===== config.mk =====
export PLATFORM = sky130hd
export DESIGN_NAME = imm_fetch_ctrl_flat
export DESIGN_NICKNAME = d
export VERILOG_FILES = /design/src/rtl/imm_fetch_ctrl_if.sv /design/src/rtl/imm_fetch_ctrl.sv /design/src/flat_wrapper.sv
export SDC_FILE = /design/constraint.sdc
export NUM_CORES = 1
export LEC_CHECK = 0
export CORE_MARGIN = 4
export CORE_UTILIZATION = 46
export CTS_CLUSTER_DIAMETER = 120
export DETAILED_ROUTE_END_ITERATION = 6
export PLACE_DENSITY = 0.78
export RECOVER_POWER = 100
export SYNTH_ARGS = -nofsm -noshare
export SYNTH_HDL_FRONTEND = slang
export SYNTH_SLANG_ARGS = --single-unit
export TNS_END_PERCENT = 10

===== constraint.sdc =====
create_clock -name clk -period 3.25 [get_ports clk]
set_input_delay 0.975 -clock clk [delete_from_list [all_inputs] [get_ports clk]]
set_output_delay 0.975 -clock clk [all_outputs]
set_load 0.01 [all_outputs]

===== src/rtl/imm_fetch_ctrl_if.sv =====
// Immediate-fetch bus: decode request/result handshake plus byte-wide memory read port.
// Optional: IMM_FETCH_SHIFT_EN adds the shift1 request bit.
interface imm_fetch_ctrl_if;
  logic        start;
  logic        long_imm;
  logic        zero_ext;
  logic [15:0] base_addr;
`ifdef IMM_FETCH_SHIFT_EN
  logic        shift1;
`endif
  logic [15:0] mem_addr;
  logic        mem_rd;
  logic [7:0]  mem_data;
  logic [15:0] imm;
  logic        imm_valid;
  logic        imm_ack;
  logic        busy;

  // Fetch controller side
  modport slave (
`ifdef IMM_FETCH_SHIFT_EN
    input  shift1,
`endif
    input  start, long_imm, zero_ext, base_addr, mem_data, imm_ack,
    output mem_addr, mem_rd, imm, imm_valid, busy
  );

  // Decode / memory side
  modport master (
`ifdef IMM_FETCH_SHIFT_EN
    output shift1,
`endif
    output start, long_imm, zero_ext, base_addr, mem_data, imm_ack,
    input  mem_addr, mem_rd, imm, imm_valid, busy
  );
endinterface


===== src/rtl/imm_fetch_ctrl.sv =====
// imm_fetch_ctrl: fetches a 1- or 2-byte immediate over a byte-wide read port
// and returns a 16-bit operand on a valid/ack handshake.
// Optional feature macro: IMM_FETCH_SHIFT_EN (short immediates scaled by 2).
module imm_fetch_ctrl #(
  parameter int MEM_LAT = 1   // read latency in cycles, 1..3
) (
  input  logic       clk,
  input  logic       reset,
  imm_fetch_ctrl_if.slave bus
);

  localparam logic [2:0] S_IDLE    = 3'd0;
  localparam logic [2:0] S_RD_LO   = 3'd1;
  localparam logic [2:0] S_WAIT_LO = 3'd2;
  localparam logic [2:0] S_RD_HI   = 3'd3;
  localparam logic [2:0] S_WAIT_HI = 3'd4;
  localparam logic [2:0] S_DONE    = 3'd5;

  // Wait states leave when the counter reaches zero, so load latency-1.
  localparam logic [1:0] CNT_LOAD = 2'(MEM_LAT - 1);

  logic [2:0]  r_state;
  logic [1:0]  r_cnt;
  logic [15:0] r_base;
  logic        r_long;
  logic        r_zext;
  logic [7:0]  r_lo;
  logic [7:0]  r_hi;
  logic [15:0] r_mem_addr;
  logic        r_mem_rd;
  logic [15:0] r_imm;
  logic        r_imm_valid;
  logic        r_busy;
`ifdef IMM_FETCH_SHIFT_EN
  logic        r_shift;
`endif

  logic [15:0] w_ext;
  logic [15:0] w_short;

  // Short-immediate result formed straight from the arriving byte
  always_comb begin
    w_ext = r_zext ? {8'h00, bus.mem_data} : {{8{bus.mem_data[7]}}, bus.mem_data};
`ifdef IMM_FETCH_SHIFT_EN
    w_short = r_shift ? {w_ext[14:0], 1'b0} : w_ext;
`else
    w_short = w_ext;
`endif
  end

  // Fetch sequencer; all outputs are registered here
  always_ff @(posedge clk or posedge reset) begin
    if (reset) begin
      r_state     <= S_IDLE;
      r_cnt       <= '0;
      r_base      <= '0;
      r_long      <= 1'b0;
      r_zext      <= 1'b0;
      r_lo        <= '0;
      r_hi        <= '0;
      r_mem_addr  <= '0;
      r_mem_rd    <= 1'b0;
      r_imm       <= '0;
      r_imm_valid <= 1'b0;
      r_busy      <= 1'b0;
`ifdef IMM_FETCH_SHIFT_EN
      r_shift     <= 1'b0;
`endif
    end else begin
      r_mem_rd <= 1'b0;
      case (r_state)
        S_IDLE: begin
          if (bus.start) begin
            r_base     <= bus.base_addr;
            r_long     <= bus.long_imm;
            r_zext     <= bus.zero_ext;
`ifdef IMM_FETCH_SHIFT_EN
            r_shift    <= bus.shift1;
`endif
            r_mem_addr <= bus.base_addr;
            r_mem_rd   <= 1'b1;
            r_busy     <= 1'b1;
            r_state    <= S_RD_LO;
          end
        end
        S_RD_LO: begin
          r_cnt   <= CNT_LOAD;
          r_state <= S_WAIT_LO;
        end
        S_WAIT_LO: begin
          if (r_cnt == 2'd0) begin
            r_lo <= bus.mem_data;
            if (r_long) begin
              r_mem_addr <= r_base + 16'd1;   // wraps 0xFFFF -> 0x0000
              r_mem_rd   <= 1'b1;
              r_state    <= S_RD_HI;
            end else begin
              r_imm       <= w_short;
              r_imm_valid <= 1'b1;
              r_state     <= S_DONE;
            end
          end else begin
            r_cnt <= r_cnt - 2'd1;
          end
        end
        S_RD_HI: begin
          r_cnt   <= CNT_LOAD;
          r_state <= S_WAIT_HI;
        end
        S_WAIT_HI: begin
          if (r_cnt == 2'd0) begin
            r_hi    <= bus.mem_data;
            r_state <= S_DONE;
          end else begin
            r_cnt <= r_cnt - 2'd1;
          end
        end
        S_DONE: begin
          // Long results enter DONE unpublished and spend one cycle assembling.
          if (!r_imm_valid) begin
            r_imm       <= {r_hi, r_lo};
            r_imm_valid <= 1'b1;
          end else if (bus.imm_ack) begin
            r_imm_valid <= 1'b0;
            r_busy      <= 1'b0;
            r_state     <= S_IDLE;
          end
        end
        default: begin
          r_state <= S_IDLE;
          r_busy  <= 1'b0;
        end
      endcase
    end
  end

  assign bus.mem_addr  = r_mem_addr;
  assign bus.mem_rd    = r_mem_rd;
  assign bus.imm       = r_imm;
  assign bus.imm_valid = r_imm_valid;
  assign bus.busy      = r_busy;

endmodule


===== src/flat_wrapper.sv =====
// flat-port wrapper written by rule: the top's interface ports become plain ports
module imm_fetch_ctrl_flat 
#(
  parameter int MEM_LAT = 1                                  
)
  (clk, reset, bus_start, bus_long_imm, bus_zero_ext, bus_base_addr, bus_mem_data, bus_imm_ack, bus_mem_addr, bus_mem_rd, bus_imm, bus_imm_valid, bus_busy);
  imm_fetch_ctrl_if bus_i ();
  input  logic clk;
  input  logic reset;
  input wire logic [$bits(bus_i.start)-1:0] bus_start;
  input wire logic [$bits(bus_i.long_imm)-1:0] bus_long_imm;
  input wire logic [$bits(bus_i.zero_ext)-1:0] bus_zero_ext;
  input wire logic [$bits(bus_i.base_addr)-1:0] bus_base_addr;
  input wire logic [$bits(bus_i.mem_data)-1:0] bus_mem_data;
  input wire logic [$bits(bus_i.imm_ack)-1:0] bus_imm_ack;
  output wire logic [$bits(bus_i.mem_addr)-1:0] bus_mem_addr;
  output wire logic [$bits(bus_i.mem_rd)-1:0] bus_mem_rd;
  output wire logic [$bits(bus_i.imm)-1:0] bus_imm;
  output wire logic [$bits(bus_i.imm_valid)-1:0] bus_imm_valid;
  output wire logic [$bits(bus_i.busy)-1:0] bus_busy;
  assign bus_i.start = bus_start;
  assign bus_i.long_imm = bus_long_imm;
  assign bus_i.zero_ext = bus_zero_ext;
  assign bus_i.base_addr = bus_base_addr;
  assign bus_i.mem_data = bus_mem_data;
  assign bus_i.imm_ack = bus_imm_ack;
  assign bus_mem_addr = bus_i.mem_addr;
  assign bus_mem_rd = bus_i.mem_rd;
  assign bus_imm = bus_i.imm;
  assign bus_imm_valid = bus_i.imm_valid;
  assign bus_busy = bus_i.busy;
  imm_fetch_ctrl #(.MEM_LAT(MEM_LAT)) u_core (.clk(clk), .reset(reset), .bus(bus_i));
endmodule

==> impl_metrics.yaml, run 1 <==
worst_setup_path:
  worst_path_dominant_cell_family: "simple AND/OR/NAND/NOR gates"
  worstPathRequired_ns: 3.49
  crit_buf_inv: 1
  rr_endpoint: "u_core.bus.imm[1]"
  path_class: "reg -> reg"
  setup.worst_path.start_class: "flip-flop"
  r2r_setup_slack_ns: 0.58
  endpoint_kind: "flip-flop"
  rr_worst_depth: 5
  max_stage_delay_ns: 0.86
  path_cells: "nor3b_1 > nor2_1 > a211oi_4 > buf_4 > mux2_2"
  cp.arrival_ns: 2.91
  cp_slowest_cell: "nor3b_1"
  r2r_start: "u_core.r_state[0]"
  cp_max_fo: 18
synth:
  synth_ff_type: "dfrtp_1"
  synth_area_sq_um: 3610
  syn_avg_cell_area_sq_um: 11.2
  synth-seq-cells: 74
  synth_cells: 322
  synth.distinct_cells: 48
  ys.warnings.count: 0
  synth-edff-count: 0
  synth_fp_nets: 355
  synth_seq_area_share: 0.513
  async_flop_share: 1.00
drt:
  drtIter0Drc: 97
  vias_per_cell: 5.39
  detail_route.wl_per_cell_um: 15.8
  first_pass_iters: 4
  totalWireLength_um: 7820
  vias: 2673
  drcViolationCount: 0
  ant_nets: 0
timing:
  setup_viol: 0
  skew_ns: 0.0144
  min_period_ns: 2.67
  tightest_slew_ns: 1.06
  rsz0062_at_grt: "false"
  slew-limit-headroom: 0.294
  fin_crit_sh: 0.823
  slew_viol_final: 0
  setup_tns_ns: 0
  hold_viol: 0
  timing.hold.ws_ns: 0.489
  max_freq_mhz: 374
floorplan:
  io_pins: 65
  die_w_um: 96.6
  initial_core_util: 0.469
  fp.dieH_um: 96.6
  dieArea_sq_um: 9320
  core-area_sq_um: 7690
  rows: 32
cells_and_area:
  final_common_cell: "dfrtp_1"
  antenna_cells: 0
  final_cell_mix: "dfrtp_1 (74), mux2_2 (47), dlygate4sd3_1 (37), clkdlybuf4s50_1 (27), nand2_1 (25)"
  final-instance-count-excl-fill: 496
  final_nets: 422
  drive_above_1_share: 0.195
  area_delta_synth_final_pct: 26.6
placed_design:
  gp_congestion: 0.829
  placed_cells: 480
  port_buffers: 64
  dp_hpwl_um: 5590
clocking:
  cts_setup_buffers: 0
  ctsResizeCount: 0
  cts_buffers: 9
  cts_hold_buffers: 0
  cts.htree.levels: 3
  cts_tree: "built"
  cts.clk_slew.worst_paths_ns: 0.08
  clk_latency_ns: 0.35
  cts_sinks: 74
  clk_path_buf_depth: 2
  clock-root-buffer: "clkbuf_8"
min_path:
  hold_depth: 2
  hold-path-endpoint: "u_core.bus.mem_addr[10]"
  hp-class: "reg -> reg"
  min-delay-start: "u_core.bus.mem_addr[10]"
power_and_ir_drop:
  ir_worst_vdd_mv: 0.504
  power_density_nw_per_um2: 943
  p_leak_uw: 0.00186
global_route:
  groute.usage.overall: 0.182
  antenna_found_initial: 0
  grt_overflow: 0
  grt_pass1_wl_um: 12900
  grt_pass1_vias: 2717
  grt_max_degree: 39
run:
  drv_cap: 0
run_status:
  status: "completed"
## where the power goes
group | total (uW) | internal (uW) | leakage, uW | switching [uW]
registers | 1720 | 1370 | 0.000888 | 357
logic | 1780 | 951 | 0.000867 | 829
clock network | 805 | 437 | 0.000102 | 368
## through the flow
step | total power [uW] | util | cell area (sq um) | setup WS, ns
finish | 4310 | 0.594 | 4570 | 0.576
floorplan | 2910 | - | 3610 | 0.393
CTS | 4460 | 0.598 | 4600 | 0.827
detailed placement | 3640 | 0.569 | 4370 | 0.576
global route | 4620 | 0.594 | 4570 | 0.386
global placement | 3560 | 0.569 | 4370 | 0.645
## layer usage
metal	track usage	wire, um	vias to the layer above
met5	0	0	-
met4	0.0689	125	0
met3	0.0480	281	10
met2	0.301	4000	43
met1	0.230	3420	1350
li1	-	-	1270
## cell type report
type	instances	area, sq um
sequential	74	1850
fill	659	3120
tap	102	128
multi-input combinational	215	1600
clock buffer	9	124
timing repair buffer	72	702
inverter	17	63.8
clock inverter	7	100
## sequential cells by signal, summed over array words and instances, names as in the netlist
name	cells
u_core.r_cnt	2
u_core.bus.imm	16
u_core.r_long	1
u_core.r_lo	8
u_core.bus.busy	1
u_core.r_hi	8
u_core.r_state	3
u_core.bus.mem_addr	16
u_core.bus.mem_rd	1
u_core.r_base	16
u_core.r_zext	1
u_core.bus.imm_valid	1
## how the worst max path moves through the flow
stage,startpoint,slack [ns],cells past startpoint,end
finish,u_core.r_state[0],0.58,5,u_core.bus.imm[1]
global route,u_core.r_state[0],0.39,5,u_core.bus.imm[0]
CTS,u_core.bus.imm_valid,0.83,1,bus_imm_valid
detailed placement,bus_start,0.58,4,u_core.bus.mem_addr[7]
global placement,bus_start,0.65,4,u_core.bus.mem_addr[7]
floorplan,reset,0.39,1,u_core.bus.busy
## kinds of logic (layout without fill, tap and decap cells)
family	Yosys count	count (layout)	share of synthesized area
AOI/OAI and AO/OA	60	60	0.106
xor gates and xnor gates	8	8	0.0194
and+or+nand+nor	84	84	0.129
adders and majority gates	3	3	0.0104
DFF	74	74	0.513
muxes	60	60	0.183
buffers and inverters	33	105	0.0388
## synth_stat cells, drive strengths merged (2+ instances only)
cell / instances / area, sq um
a31oi: 5 / 31.3
nand2: 25 / 93.8
mux2i: 13 / 130
buf: 10 / 53.8
ha: 3 / 37.5
o21ai: 20 / 100
nand2b: 4 / 25.0
or2: 2 / 12.5
or4: 2 / 18.8
mux2: 47 / 529
a21oi: 14 / 70.1
inv: 17 / 63.8
dfrtp: 74 / 1850
xnor2: 8 / 70.1
clkbuf: 6 / 22.5
or3: 2 / 12.5
a211oi: 6 / 57.6
nor3: 14 / 75.1
nor3b: 4 / 51.3
nor2: 16 / 62.6
o32ai: 2 / 17.5
nor4: 3 / 18.8
nand3: 6 / 30.0
nand4: 2 / 33.8
o21a: 3 / 22.5
## tightest hold or removal path, delay by kind of cell, from the launching register on
family	cells	cell delay [ns]
AO/OA/AOI/OAI	1	0.06
flip-flops	1	0.35
AND/OR/NAND/NOR	1	0.04
Note: power is estimated with default switching activity, not from simulation.
==> run 2: changes to the inputs <==
--- a/config.mk
+++ b/config.mk
@@ -9,7 +9,7 @@
 export CORE_UTILIZATION = 46
 export CTS_CLUSTER_DIAMETER = 120
 export DETAILED_ROUTE_END_ITERATION = 6
-export PLACE_DENSITY = 0.78
+export PLACE_DENSITY = 0.81
 export RECOVER_POWER = 100
 export SYNTH_ARGS = -nofsm -noshare
 export SYNTH_HDL_FRONTEND = slang
==> constraint.sdc (replaced) <==
create_clock -name clk -period 2.2 [get_ports clk]
set_input_delay 0.66 -clock clk [delete_from_list [all_inputs] [get_ports clk]]
set_output_delay 0.66 -clock clk [all_outputs]
set_load 0.01 [all_outputs]
==> run 2 against run 1 <==
  * Power grew 47%
  * Combinational power up 57%
  * Sequential power up 45%
  * Clock skew shrank 0.0024 ns
  * Routed wire length is 2.4% lower
  * Die area unchanged
  * Highest routed layer unchanged
  * Clock power rose by 34%
  * First-iteration DRC count grew 51%
  * Non-clock buffer count rose by 11
  * Register-to-register slack got worse by 0.41 ns
  * Largest cell class unchanged
  * Cell area increased by 1.5%
  * Critical path type is now reg -> out
  * Sequential share of layout area fell by 0.59 points
==> impl_metrics.yaml, run 2 (synthesis results as in run 1) <==
run_status:
  status: "completed"
floorplan:
  fp.dieH_um: 96.6
  initial_core_util: 0.469
  dieArea_sq_um: 9320
  die_w_um: 96.6
  core-area_sq_um: 7690
  io_pins: 65
  rows: 32
cells_and_area:
  utilization: 0.603
  antenna_cells: 0
  final_cell_mix: "dfrtp_1 (74), mux2_2 (47), dlygate4sd3_1 (36), clkdlybuf4s50_1 (28), nand2_1 (25)"
  final_nets: 433
  drive_above_1_share: 0.220
  area_delta_synth_final_pct: 28.4
  final_common_cell: "dfrtp_1"
drt:
  ant_nets: 0
  vias_per_cell: 5.30
  detail_route.wl_per_cell_um: 15.1
  first_pass_iters: 4
  drtIter0Drc: 146
  totalWireLength_um: 7640
  vias: 2687
  drcViolationCount: 0
placed_design:
  dp_hpwl_um: 5500
  gp_congestion: 0.816
  port_buffers: 64
clocking:
  cts_tree: "built"
  ctsResizeCount: 0
  cts.clk_slew.worst_paths_ns: 0.08
  clk_latency_ns: 0.35
  cts_setup_buffers: 0
  cts.htree.levels: 3
  cts_hold_buffers: 0
  cts_buffers: 9
  clk_path_buf_depth: 2
  cts_sinks: 74
  clock-root-buffer: "clkbuf_8"
worst_setup_path:
  cp.arrival_ns: 1.42
  worst_path_dominant_cell_family: "buffers and inverters"
  cp_slowest_cell: "clkdlybuf4s50_1"
  worstPathRequired_ns: 1.54
  path_cells: "clkdlybuf4s50_1"
  crit_buf_inv: 1
  endpoint_kind: "output pin"
  setup.worst_path.start_class: "flip-flop"
  max_stage_delay_ns: 0.60
  cp_max_fo: 6
  path_class: "reg -> out"
global_route:
  grt_pass1_vias: 2733
  antenna_found_initial: 0
  grt_max_degree: 34
  grt_overflow: 0
  grt_pass1_wl_um: 13000
  groute.usage.overall: 0.180
power_and_ir_drop:
  p_leak_uw: 0.00190
  finalPower_uw: 6350
  power_density_nw_per_um2: 1370
  ir_worst_vdd_mv: 0.652
run:
  drv_cap: 0
timing:
  max_freq_mhz: 481
  setup_viol: 0
  fin_crit_sh: 0.944
  rsz0062_at_grt: "false"
  hold_viol: 0
  min_period_ns: 2.08
  slew_viol_final: 0
  setup_tns_ns: 0
  tightest_slew_ns: 0.832
  skew_ns: 0.0120
  slew-limit-headroom: 0.442
min_path:
  hp-class: "reg -> reg"
## run 2: cell type report
class	count	area, sq um
repair buffers	83	783
clock buffers	9	124
clock inverters	7	76.3
well taps	102	128
fillers	617	3050
multi-input cells	215	1610
inverters	17	65.1
flip-flops and latches	74	1850
## run 2: per-layer routing
| layer | GRT usage | vias to the layer above | share of wire |
|---|---|---|---|
| li1 | - | 1308 | - |
| met1 | 0.251 | 1316 | 0.46 |
| met2 | 0.281 | 54 | 0.48 |
| met3 | 0.0310 | 9 | 0.033 |
| met4 | 0.0678 | 0 | 0.018 |
| met5 | 0 | - | 0 |
## run 2: where the power goes
part | switching (uW) | leakage, uW | internal [uW]
Combinational | 1290 | 0.000917 | 1490
Sequential | 471 | 0.000888 | 2020
Clock | 544 | 0.0000962 | 531
## run 2: worst paths after layout
path / start / to / slack (ns) / cells past startpoint
max reg2reg: u_core.r_state[0] / u_core.r_lo[4] / 0.17 / 4
min: u_core.bus.mem_addr[0] / u_core.bus.mem_addr[0] / 0.48 / 2
min reg2reg: u_core.bus.mem_addr[0] / u_core.bus.mem_addr[0] / 0.48 / 2
max: u_core.bus.imm_valid / bus_imm_valid / 0.12 / 1
max in group asynchronous: reset / u_core.r_base[4] / 0.35 / 3
min in group asynchronous: reset / u_core.r_hi[4] / 0.88 / 2
## run 2: per-stage QoR
stage | std cells | worst slack (ns) | cell area, sq um | hold slack [ns]
floorplan | 322 | 0.263 | 3610 | 0.475
global placement | 491 | 0.0690 | 4480 | 0.467
detailed placement | 491 | -0.0416 | 4480 | 0.473
CTS | 507 | 0.0969 | 4680 | 0.492
global route | 507 | 0.0665 | 4630 | 0.519
finish | 507 | 0.122 | 4630 | 0.482
==> run 3: changes to the inputs <==
--- a/config.mk
+++ b/config.mk
@@ -9,8 +9,9 @@
 export CORE_UTILIZATION = 46
 export CTS_CLUSTER_DIAMETER = 120
 export DETAILED_ROUTE_END_ITERATION = 6
-export PLACE_DENSITY = 0.81
+export PLACE_DENSITY_LB_ADDON = 0.3
 export RECOVER_POWER = 100
+export SLEW_MARGIN = 0
 export SYNTH_ARGS = -nofsm -noshare
 export SYNTH_HDL_FRONTEND = slang
 export SYNTH_SLANG_ARGS = --single-unit
==> constraint.sdc (replaced) <==
create_clock -name clk -period 1.94 [get_ports clk]
set_input_delay 0.582 -clock clk [delete_from_list [all_inputs] [get_ports clk]]
set_output_delay 0.582 -clock clk [all_outputs]
set_load 0.01 [all_outputs]
==> run 3 against run 2 <==
  * Combinational power rose by 20%
  * Global-route usage is 1.2 points higher
  * Die area unchanged
  * Count of clock-buffer cells in the layout grew 1
  * Critical path type is now reg -> reg
==> impl_metrics.yaml, run 3 (synthesis results as in run 1) <==
worst_setup_path:
  worstPathRequired_ns: 2.17
  path_cells: "nor3b_4 > buf_4 > and2_0 > clkbuf_2 > mux2_2"
  cp_slowest_cell: "dfrtp_1"
  worst-path-stages: 5
  cp.arrival_ns: 2.11
  worst_path_dominant_cell_family: "simple AND/OR/NAND/NOR gates"
  endpoint_kind: "flip-flop"
  path_class: "reg -> reg"
  max_stage_delay_ns: 0.47
  rr_worst_depth: 5
  setup.worst_path.start_class: "flip-flop"
  crit_buf_inv: 2
  cp_max_fo: 6
drt:
  detail_route.wl_per_cell_um: 15.4
  first_pass_iters: 4
  top_layer: "met4"
  vias: 2713
  vias_per_cell: 5.27
  drtIter0Drc: 107
  wl_met1_um: 3690
  ant_nets: 0
  totalWireLength_um: 7950
  drcViolationCount: 0
  route.met2.wl_um: 3710
  wl_met3_um: 410
floorplan:
  die_w_um: 96.6
  core-area_sq_um: 7690
  initial_core_util: 0.469
  fp.dieH_um: 96.6
  rows: 32
  dieArea_sq_um: 9320
  io_pins: 65
global_route:
  grt_pass1_vias: 2801
  grt_overflow: 0
  groute.usage.overall: 0.192
  grt_max_degree: 75
  antenna_found_initial: 0
  grt_pass1_wl_um: 13500
timing:
  timing.hold.ws_ns: 0.502
  hold_viol: 0
  skew_ns: 0.00664
  rsz0062_at_grt: "false"
  fin_crit_sh: 0.967
  tightest_slew_ns: 1.01
  max_freq_mhz: 533
  min_period_ns: 1.88
  fin_ws_ns: 0.0645
  slew-limit-headroom: 0.330
  slew_viol_final: 0
  setup_viol: 0
placed_design:
  place_worst_setup_slack_ns: -0.127
  port_buffers: 64
  dp_hpwl_um: 5700
  gp_congestion: 0.840
  post_dp_cell_area_sq_um: 4520
power_and_ir_drop:
  p_sw_frac: 0.359
  power_density_nw_per_um2: 1580
  p_leak_uw: 0.00189
  seq_power_share: 0.385
  ir_worst_vdd_mv: 0.720
  power.clock.fraction: 0.161
  p_int_uw: 4740
  combPwrFrac: 0.454
  power.switching_uw: 2660
clocking:
  clk_path_buf_depth: 2
  cts_buffers: 9
  clock-root-buffer: "clkbuf_8"
  clk_latency_ns: 0.35
  cts.htree.levels: 3
  cts_hold_buffers: 0
  cts.clk_slew.worst_paths_ns: 0.08
  cts_tree: "built"
  cts_sinks: 74
min_path:
  hp-class: "reg -> reg"
  hold_depth: 2
cells_and_area:
  final_common_cell: "dfrtp_1"
  fin_area_sq_um: 4670
  drive_above_1_share: 0.235
  final_cell_mix: "dfrtp_1 (73), clkdlybuf4s50_1 (63), mux2_2 (47), nand2_1 (25), o21ai_0 (20)"
  area_delta_synth_final_pct: 29.4
  final_nets: 441
  antenna_cells: 0
run:
  drv_cap: 0
run_status:
  status: "completed"
==> run 3: path summary, 6_finish.rpt <==
path / startpoint / endpoint / slack [ns]
worst max-delay path: u_core.r_state[2] / u_core.r_lo[3] / 0.06
worst min-delay path: u_core.bus.mem_addr[0] / u_core.bus.mem_addr[0] / 0.50
worst max register to register: u_core.r_state[2] / u_core.r_lo[3] / 0.06
worst min register to register: u_core.bus.mem_addr[0] / u_core.bus.mem_addr[0] / 0.50
max in group asynchronous: reset / u_core.bus.imm_valid / 0.33
min in group asynchronous: reset / u_core.bus.imm[8] / 0.94
==> run 3: area by class of cell <==
| class | count | area [sq um] |
|---|---|---|
| well taps | 102 | 128 |
| flip-flops and latches | 74 | 1850 |
| fillers | 632 | 3020 |
| clock buffers | 10 | 128 |
| repair buffers | 91 | 815 |
| clock inverters | 6 | 66.3 |
| multi-input cells | 215 | 1610 |
| inverters | 17 | 67.6 |
==> run 3: power by group through the flow <==
stage	Combinational [uW]	Sequential (uW)	Clock, uW
after floorplan	1970	2900	0
after global placement	3350	2850	0
after detailed placement	3440	2870	0
after CTS	3470	2850	1220
after global routing	3720	2940	1300
final	3360	2850	1190
==> run 3: through the flow <==
stage                     power (uW)  std cells  TNS [ns]  utilization
after CTS                       7540        514         0        0.614
after detailed placement        6310        497     -2.48        0.587
after global routing            7960        515         0        0.607
final                           7400        515         0        0.607
after global placement          6190        497     -1.78        0.587
after floorplan                 4870        322         0            -
==> run 3: what timing repair did <==
action / 4_1_cts / 5_1_grt
setup buffers: 1 / 1
pin swaps: 0 / 0
endpoints found under the setup margin: 1 / 2
resized for setup: 1 / 1
==> run 3: tightest hold or removal path, stage by stage (launching register included) <==
cell and delay (ns):
dfrtp_1 0.35, nand2_1 0.05, o21ai_0 0.07
==> run 3: routing by layer <==
metal	up-vias	GRT usage
met3	12	0.0635
met4	0	0.0619
li1	1309	-
met5	-	0
met1	1323	0.249
met2	69	0.303
